**config.mk**
```make
export PLATFORM = sky130hd
export DESIGN_NAME = rv32im_muldiv_arbiter
export DESIGN_NICKNAME = d
export VERILOG_FILES = /design/src/rtl/rv32im_pkg.sv /design/src/rtl/rv_rr_picker.sv /design/src/rtl/rv32im_muldiv_arbiter.sv
export SDC_FILE = /design/constraint.sdc
export NUM_CORES = 1
export LEC_CHECK = 0
export CAP_MARGIN = 0
export CORE_UTILIZATION = 46
export CTS_CLUSTER_SIZE = 28
export DETAILED_ROUTE_END_ITERATION = 6
export GPL_TIMING_DRIVEN = 0
export PLACE_DENSITY = 0.83
export SYNTH_ARGS = -nofsm -noshare
export SYNTH_HDL_FRONTEND = slang
export SYNTH_HIERARCHICAL = 1
export SYNTH_SLANG_ARGS = --single-unit
```
**constraint.sdc**
```tcl
create_clock -name clk_i -period 3.7 [get_ports clk_i]
set_input_delay 0.555 -clock clk_i [delete_from_list [all_inputs] [get_ports clk_i]]
set_output_delay 0.555 -clock clk_i [all_outputs]
set_load 0.01 [all_outputs]
```
**src/rtl/rv32im_pkg.sv**
```systemverilog
// Shared definitions for the rv32im muldiv unit and its front-end arbiter:
// funct3 encodings of the M-extension operations and the arbiter states.
package rv32im_pkg;

    localparam logic [2:0] F3_MUL    = 3'b000;
    localparam logic [2:0] F3_MULH   = 3'b001;
    localparam logic [2:0] F3_MULHSU = 3'b010;
    localparam logic [2:0] F3_MULHU  = 3'b011;
    localparam logic [2:0] F3_DIV    = 3'b100;
    localparam logic [2:0] F3_DIVU   = 3'b101;
    localparam logic [2:0] F3_REM    = 3'b110;
    localparam logic [2:0] F3_REMU   = 3'b111;

    typedef enum logic [2:0] {
        ARB_INIT,
        ARB_IDLE,
        ARB_ISSUE,
        ARB_WAIT,
        ARB_RESP
    } arb_state_e;

endpackage

```
**src/rtl/rv_rr_picker.sv**
```systemverilog
// Combinational round-robin picker.
// Scans upward from last_grant_i+1 (mod NREQ) and selects the first eligible
// requester.
//   eligible_i   : per-requester eligibility
//   last_grant_i : index of the previous winner
//   grant_o      : one-hot winner (all zero when nothing is eligible)
//   index_o      : binary index of the winner
//   any_o        : at least one requester is eligible
module rv_rr_picker #(
    parameter int unsigned NREQ = 2,
    parameter int unsigned IDXW = $clog2(NREQ)
) (
    input  logic [NREQ-1:0] eligible_i,
    input  logic [IDXW-1:0] last_grant_i,
    output logic [NREQ-1:0] grant_o,
    output logic [IDXW-1:0] index_o,
    output logic            any_o
);

    always_comb begin
        int unsigned cand;
        cand    = 0;
        grant_o = '0;
        index_o = '0;
        any_o   = 1'b0;
        // Offset NREQ wraps back onto last_grant itself, so it is checked last.
        for (int unsigned off = 1; off <= NREQ; off++) begin
            cand = (32'(last_grant_i) + off) % NREQ;
            if (!any_o && eligible_i[IDXW'(cand)]) begin
                any_o                  = 1'b1;
                grant_o[IDXW'(cand)]   = 1'b1;
                index_o                = IDXW'(cand);
            end
        end
    end

endmodule

```
**src/rtl/rv32im_muldiv_arbiter.sv**
```systemverilog
// Shares one rv32im_muldiv unit between NREQ requesters with round-robin
// grants and a single operation in flight. Handles per-requester kill, a
// watchdog on the shared unit and the clear pulse after reset.
//   clk_i, reset_ni         : clock, asynchronous active-low reset
//   req_valid_i/req_ready_o : request handshake (ready is a one-hot pulse)
//   req_op_i/op1/op2        : per-requester funct3 and operands
//   kill_i                  : flush requester k (pending or in flight)
//   resp_valid_o            : one-hot, one-cycle response pulse
//   resp_data_o/resp_err_o  : result and timeout flag, held between pulses
//   md_*_o / md_*_i         : connection to the shared muldiv unit
module rv32im_muldiv_arbiter
    import rv32im_pkg::*;
#(
    parameter int unsigned XLEN    = 32,
    parameter int unsigned NREQ    = 2,
    parameter int unsigned TIMEOUT = 64
) (
    input  logic                 clk_i,
    input  logic                 reset_ni,
    input  logic [NREQ-1:0]      req_valid_i,
    output logic [NREQ-1:0]      req_ready_o,
    input  logic [3*NREQ-1:0]    req_op_i,
    input  logic [XLEN*NREQ-1:0] req_op1_i,
    input  logic [XLEN*NREQ-1:0] req_op2_i,
    input  logic [NREQ-1:0]      kill_i,
    output logic [NREQ-1:0]      resp_valid_o,
    output logic [XLEN-1:0]      resp_data_o,
    output logic                 resp_err_o,
    output logic                 md_clear_o,
    output logic                 md_data_ready_o,
    output logic [2:0]           md_operation_o,
    output logic [XLEN-1:0]      md_operand1_o,
    output logic [XLEN-1:0]      md_operand2_o,
    input  logic [XLEN-1:0]      md_result_i,
    input  logic                 md_data_ready_i,
    input  logic                 md_busy_i
);

    localparam int unsigned     IDXW    = $clog2(NREQ);
    localparam int unsigned     WDW     = $clog2(TIMEOUT);
    localparam logic [WDW-1:0]  WD_LAST = WDW'(TIMEOUT - 1);
    localparam logic [NREQ-1:0] ONE     = NREQ'(1);

    arb_state_e        state_q;
    logic [IDXW-1:0]   owner_q;
    logic [IDXW-1:0]   last_q;
    logic [WDW-1:0]    wdog_q;
    logic [NREQ-1:0]   req_ready_q;
    logic [NREQ-1:0]   resp_valid_q;
    logic [XLEN-1:0]   resp_data_q;
    logic              resp_err_q;
    logic [XLEN-1:0]   res_q;
    logic              err_q;
    logic              md_clear_q;
    logic              md_data_ready_q;
    logic [2:0]        md_op_q;
    logic [XLEN-1:0]   md_op1_q;
    logic [XLEN-1:0]   md_op2_q;

    logic [NREQ-1:0]   eligible;
    logic [NREQ-1:0]   pick_grant;
    logic [IDXW-1:0]   pick_index;
    logic              pick_any;
    logic [2:0]        sel_op;
    logic [XLEN-1:0]   sel_op1;
    logic [XLEN-1:0]   sel_op2;
    logic              owner_kill;

    assign eligible   = req_valid_i & ~kill_i;
    assign owner_kill = kill_i[owner_q];

    rv_rr_picker #(
        .NREQ (NREQ),
        .IDXW (IDXW)
    ) u_picker (
        .eligible_i   (eligible),
        .last_grant_i (last_q),
        .grant_o      (pick_grant),
        .index_o      (pick_index),
        .any_o        (pick_any)
    );

    always_comb begin
        sel_op  = '0;
        sel_op1 = '0;
        sel_op2 = '0;
        for (int unsigned k = 0; k < NREQ; k++) begin
            if (pick_grant[k]) begin
                sel_op  = req_op_i[3*k +: 3];
                sel_op1 = req_op1_i[XLEN*k +: XLEN];
                sel_op2 = req_op2_i[XLEN*k +: XLEN];
            end
        end
    end

    always_ff @(posedge clk_i or negedge reset_ni) begin
        if (!reset_ni) begin
            state_q         <= ARB_INIT;
            owner_q         <= '0;
            last_q          <= IDXW'(NREQ - 1);
            wdog_q          <= '0;
            req_ready_q     <= '0;
            resp_valid_q    <= '0;
            resp_data_q     <= '0;
            resp_err_q      <= 1'b0;
            res_q           <= '0;
            err_q           <= 1'b0;
            md_clear_q      <= 1'b1;
            md_data_ready_q <= 1'b0;
            md_op_q         <= '0;
            md_op1_q        <= '0;
            md_op2_q        <= '0;
        end else begin
            req_ready_q     <= '0;
            resp_valid_q    <= '0;
            md_clear_q      <= 1'b0;
            md_data_ready_q <= 1'b0;
            unique case (state_q)
                ARB_INIT: state_q <= ARB_IDLE;
                ARB_IDLE: begin
                    if (pick_any) begin
                        req_ready_q <= pick_grant;
                        md_op_q     <= sel_op;
                        md_op1_q    <= sel_op1;
                        md_op2_q    <= sel_op2;
                        owner_q     <= pick_index;
                        last_q      <= pick_index;
                        state_q     <= ARB_ISSUE;
                    end
                end
                ARB_ISSUE: begin
                    if (owner_kill) begin
                        md_clear_q <= 1'b1;
                        state_q    <= ARB_IDLE;
                    end else if (!md_busy_i) begin
                        md_data_ready_q <= 1'b1;
                        wdog_q          <= '0;
                        state_q         <= ARB_WAIT;
                    end
                end
                ARB_WAIT: begin
                    wdog_q <= wdog_q + 1'b1;
                    // Kill beats a returning result, which beats the watchdog.
                    if (owner_kill) begin
                        md_clear_q <= 1'b1;
                        state_q    <= ARB_IDLE;
                    end else if (md_data_ready_i) begin
                        res_q   <= md_result_i;
                        err_q   <= 1'b0;
                        state_q <= ARB_RESP;
                    end else if (wdog_q == WD_LAST) begin
                        md_clear_q <= 1'b1;
                        res_q      <= '0;
                        err_q      <= 1'b1;
                        state_q    <= ARB_RESP;
                    end
                end
                ARB_RESP: begin
                    // The pulse is launched from the RESP exit edge so a kill
                    // seen during RESP can still suppress it; data/err only
                    // change together with a delivered pulse.
                    if (!owner_kill) begin
                        resp_valid_q <= ONE << owner_q;
                        resp_data_q  <= res_q;
                        resp_err_q   <= err_q;
                    end
                    state_q <= ARB_IDLE;
                end
                default: state_q <= ARB_INIT;
            endcase
        end
    end

    assign req_ready_o     = req_ready_q;
    assign resp_valid_o    = resp_valid_q;
    assign resp_data_o     = resp_data_q;
    assign resp_err_o      = resp_err_q;
    assign md_clear_o      = md_clear_q;
    assign md_data_ready_o = md_data_ready_q;
    assign md_operation_o  = md_op_q;
    assign md_operand1_o   = md_op1_q;
    assign md_operand2_o   = md_op2_q;

endmodule

```
==> reports/qor.csv <==
metric,value,unit
critical path capture point type,register,
Clock Root Buffer,clkbuf_16,
total CTS buffers,17,
worst setup path startpoint,kill_i[0],
fin nets,1117,
sw frac,32.9,%
GR Overflow Total,0,
worst skew pair latency,0.43,ns
First-pass DRT Iterations,5,
Mapped Nets,818,
largest net degree at the start of global routing,79,
placer congestion estimate,0.866,
WL/cell,18.7,um
Syn Area/Cell,10.4,um^2
"EDFF count, synth",0,
mapped cell area,6660,um^2
kind of critical path,in2reg,
Worst Hold Class,in2async,
Cell variety after synth,45,
met3 usage,7.71,%
worst-path fanout max,10,
cell row count,43,
CP Data Arrival Time,3.02,ns
setup bufs post-CTS,0,
register area share after synthesis,56.4,%
Slew @ Worst Pin,0.657,ns
Vias/cell,5.57,
Slew HR,56.2,%
I/O pins,280,
Resized cells post-CTS,0,
Sum Neg Setup Slack,0,ns
leakage power,4.19,nW
post-synthesis register bit count,150,
clk sink count,150,
"Reg clk slew, reported paths",0.06,ns
"Req. time, crit path",4.04,ns
Starting Density,47.6,%
first-pass GRT wire length,32.5,mm
status,"finished, final reports clean",
max-cap check violation count,0,
Starting DRT DRC Count,550,
Fin. Hold Viols,0,
CTS tree,yes,
layout cell share with drive strength beyond 1,6.81,%
Flop pwr share,35.7,%
CP Launch Type,input pin,
Slew Limit Fails,0,
core outline area,14000,um^2
min cycle time layout,2.68,ns
Max Buffers Root-to-Sink,2,
Die Span Y,122,um
FF-to-FF Start,last_q,
ys flop type,dfrtp_1,
Post-Route WL,21.2,mm
CTS Hold Buffers Added,0,
Final ANT Viol Nets,0,
Clk pwr share,24.5,%
Int Pwr,5.20,mW
Diodes inserted,0,
Layout Utilization,74.0,%
gr usage total,28.6,%
clk_skew,0.00707,ns
Top Usage Layer GRT,met2,
combinational fraction of design power,39.8,%
Pwr Density,748,nW/um^2
DIE AREA,15000,um^2
P_sw,2.55,mW
via count of the first global-routing pass,6257,
Die X,122,um
Gate Count Post-Synth,643,
Final period util,72.4,%
DRC,0,
worst vdd ir,478,uV
M2 GR Usage,47.0,%
htree depth,4,
number of synthesis warnings,6,
setup violators final,0,
DPL Wire Length,15.4,mm
f_max,0.373,GHz
total number of vias,6313,
initial antenna violation count,0,
Synth-to-Final Area Change,55.4,%
RSZ-0062 raised after global routing,no,
PortBufs,279,
met1 usage,37.0,%
Async SR Flop Fraction,100,%
power groups by stage:
stage | Sequential [mW] | Clock, mW | Combinational, mW
2_1_floorplan | 2.97 | 0 | 1.15
3_3_place_gp | 2.75 | 0 | 2.99
3_5_place_dp | 2.77 | 0 | 3.07
4_1_cts | 2.76 | 1.92 | 3.10
5_1_grt | 2.85 | 1.99 | 3.34
6_report | 2.76 | 1.90 | 3.08
registers in the layout (all words and copies together) (netlist names), 3 cells and up:
signal and flops:
state_q 3, wdog_q 6, resp_data_o 32, md_operation_o 3, md_operand2_o 32, res_q 32, md_operand1_o 32
final timing paths:
path | endpoint | slack, ns | cells past startpoint
max | md_operand2_o[30] | 1.02 | 9
min | res_q[6] | 0.14 | 1
max reg2reg | md_operand2_o[30] | 1.39 | 7
min reg2reg | resp_data_o[28] | 0.49 | 1
max in group asynchronous | last_q | 2.72 | 2
min in group clk_i | resp_data_o[28] | 0.49 | 1
metrics by stage:
stage | total power, mW | area, um^2 | instances | hold WS [ns] | setup slack (ns)
2_1_floorplan | 4.11 | 6660 | 643 | 0.259 | 1.79
3_3_place_gp | 5.74 | 9680 | 1102 | 0.474 | -3.96
3_5_place_dp | 5.84 | 9710 | 1103 | 0.481 | 0.675
4_1_cts | 7.77 | 10400 | 1134 | 0.156 | 1.05
5_1_grt | 8.17 | 10400 | 1134 | 0.184 | 0.800
6_report | 7.75 | 10400 | 1134 | 0.137 | 1.02
worst max-delay path, cell delays in order:
cell             delay [ns]
clkdlybuf4s50_1        0.49
nor2b_1                0.24
a21boi_0               0.13
clkbuf_1               0.27
nor2b_1                0.19
buf_2                  0.31
buf_1                  0.42
a22oi_1                0.17
a21oi_1                0.22
Yosys cell counts, types with 2 or more instances:
master / instances / area, um^2
and3b_1: 2 / 17.5
a31oi_1: 3 / 18.8
nor2_1: 71 / 267
nor4_1: 2 / 12.5
dfrtp_1: 148 / 3700
nand3_1: 34 / 170
a21boi_0: 4 / 30.0
nor2b_1: 4 / 25.0
mux2_2: 4 / 45.0
mux2i_1: 2 / 20.0
a21oi_1: 66 / 330
buf_1: 3 / 11.3
nand3b_1: 3 / 22.5
mux2_1: 30 / 338
buf_2: 19 / 95.1
inv_1: 6 / 22.5
clkbuf_1: 32 / 120
buf_6: 3 / 33.8
a22oi_1: 65 / 488
nor3_1: 3 / 15.0
nand2_1: 40 / 150
a2bb2oi_1: 3 / 26.3
and2_1: 2 / 12.5
dfstp_2: 2 / 52.6
o21ai_0: 38 / 190
o211ai_1: 35 / 263
layout make-up:
| class | count | area, um^2 |
|---|---|---|
| Tap cell | 180 | 225 |
| Fill cell | 982 | 3630 |
| Inverter | 7 | 26.3 |
| Clock inverter | 9 | 173 |
| Multi-Input combinational cell | 428 | 2610 |
| Clock buffer | 22 | 474 |
| Sequential cell | 150 | 3760 |
| Buffer | 58 | 268 |
| Timing Repair Buffer | 280 | 2820 |
per-layer routing:
| metal | vias up | part of all wire (%) | routed length (um) |
|---|---|---|---|
| met5 | - | 0 | 0 |
| met4 | 0 | 1.8 | 385 |
| met3 | 27 | 6.6 | 1400 |
| met2 | 253 | 50 | 10600 |
| met1 | 3105 | 41 | 8800 |
| li1 | 2928 | - | - |
cell families after synthesis:
family	synth area share, %
mux	6.38
flops	56.4
simple gates	11.6
fa+ha+maj	0.188
buf+inv	4.41
compound gates	21.0
placed cells by master (no fill, tap or decap), drive strengths merged, types with 4 or more instances in the layout:
cell type      instances
nor2b                  4
clkbuf                54
buf                   28
o21ai                 39
dfrtp                148
nor2                  71
a21boi                 5
clkinv                 4
nand2                 40
mux2                  34
a21oi                 66
a22oi                 65
inv                    6
clkdlybuf4s50        278
bufinv                 5
nand3                 35
o211ai                35
(Power assumes the default switching activity.)
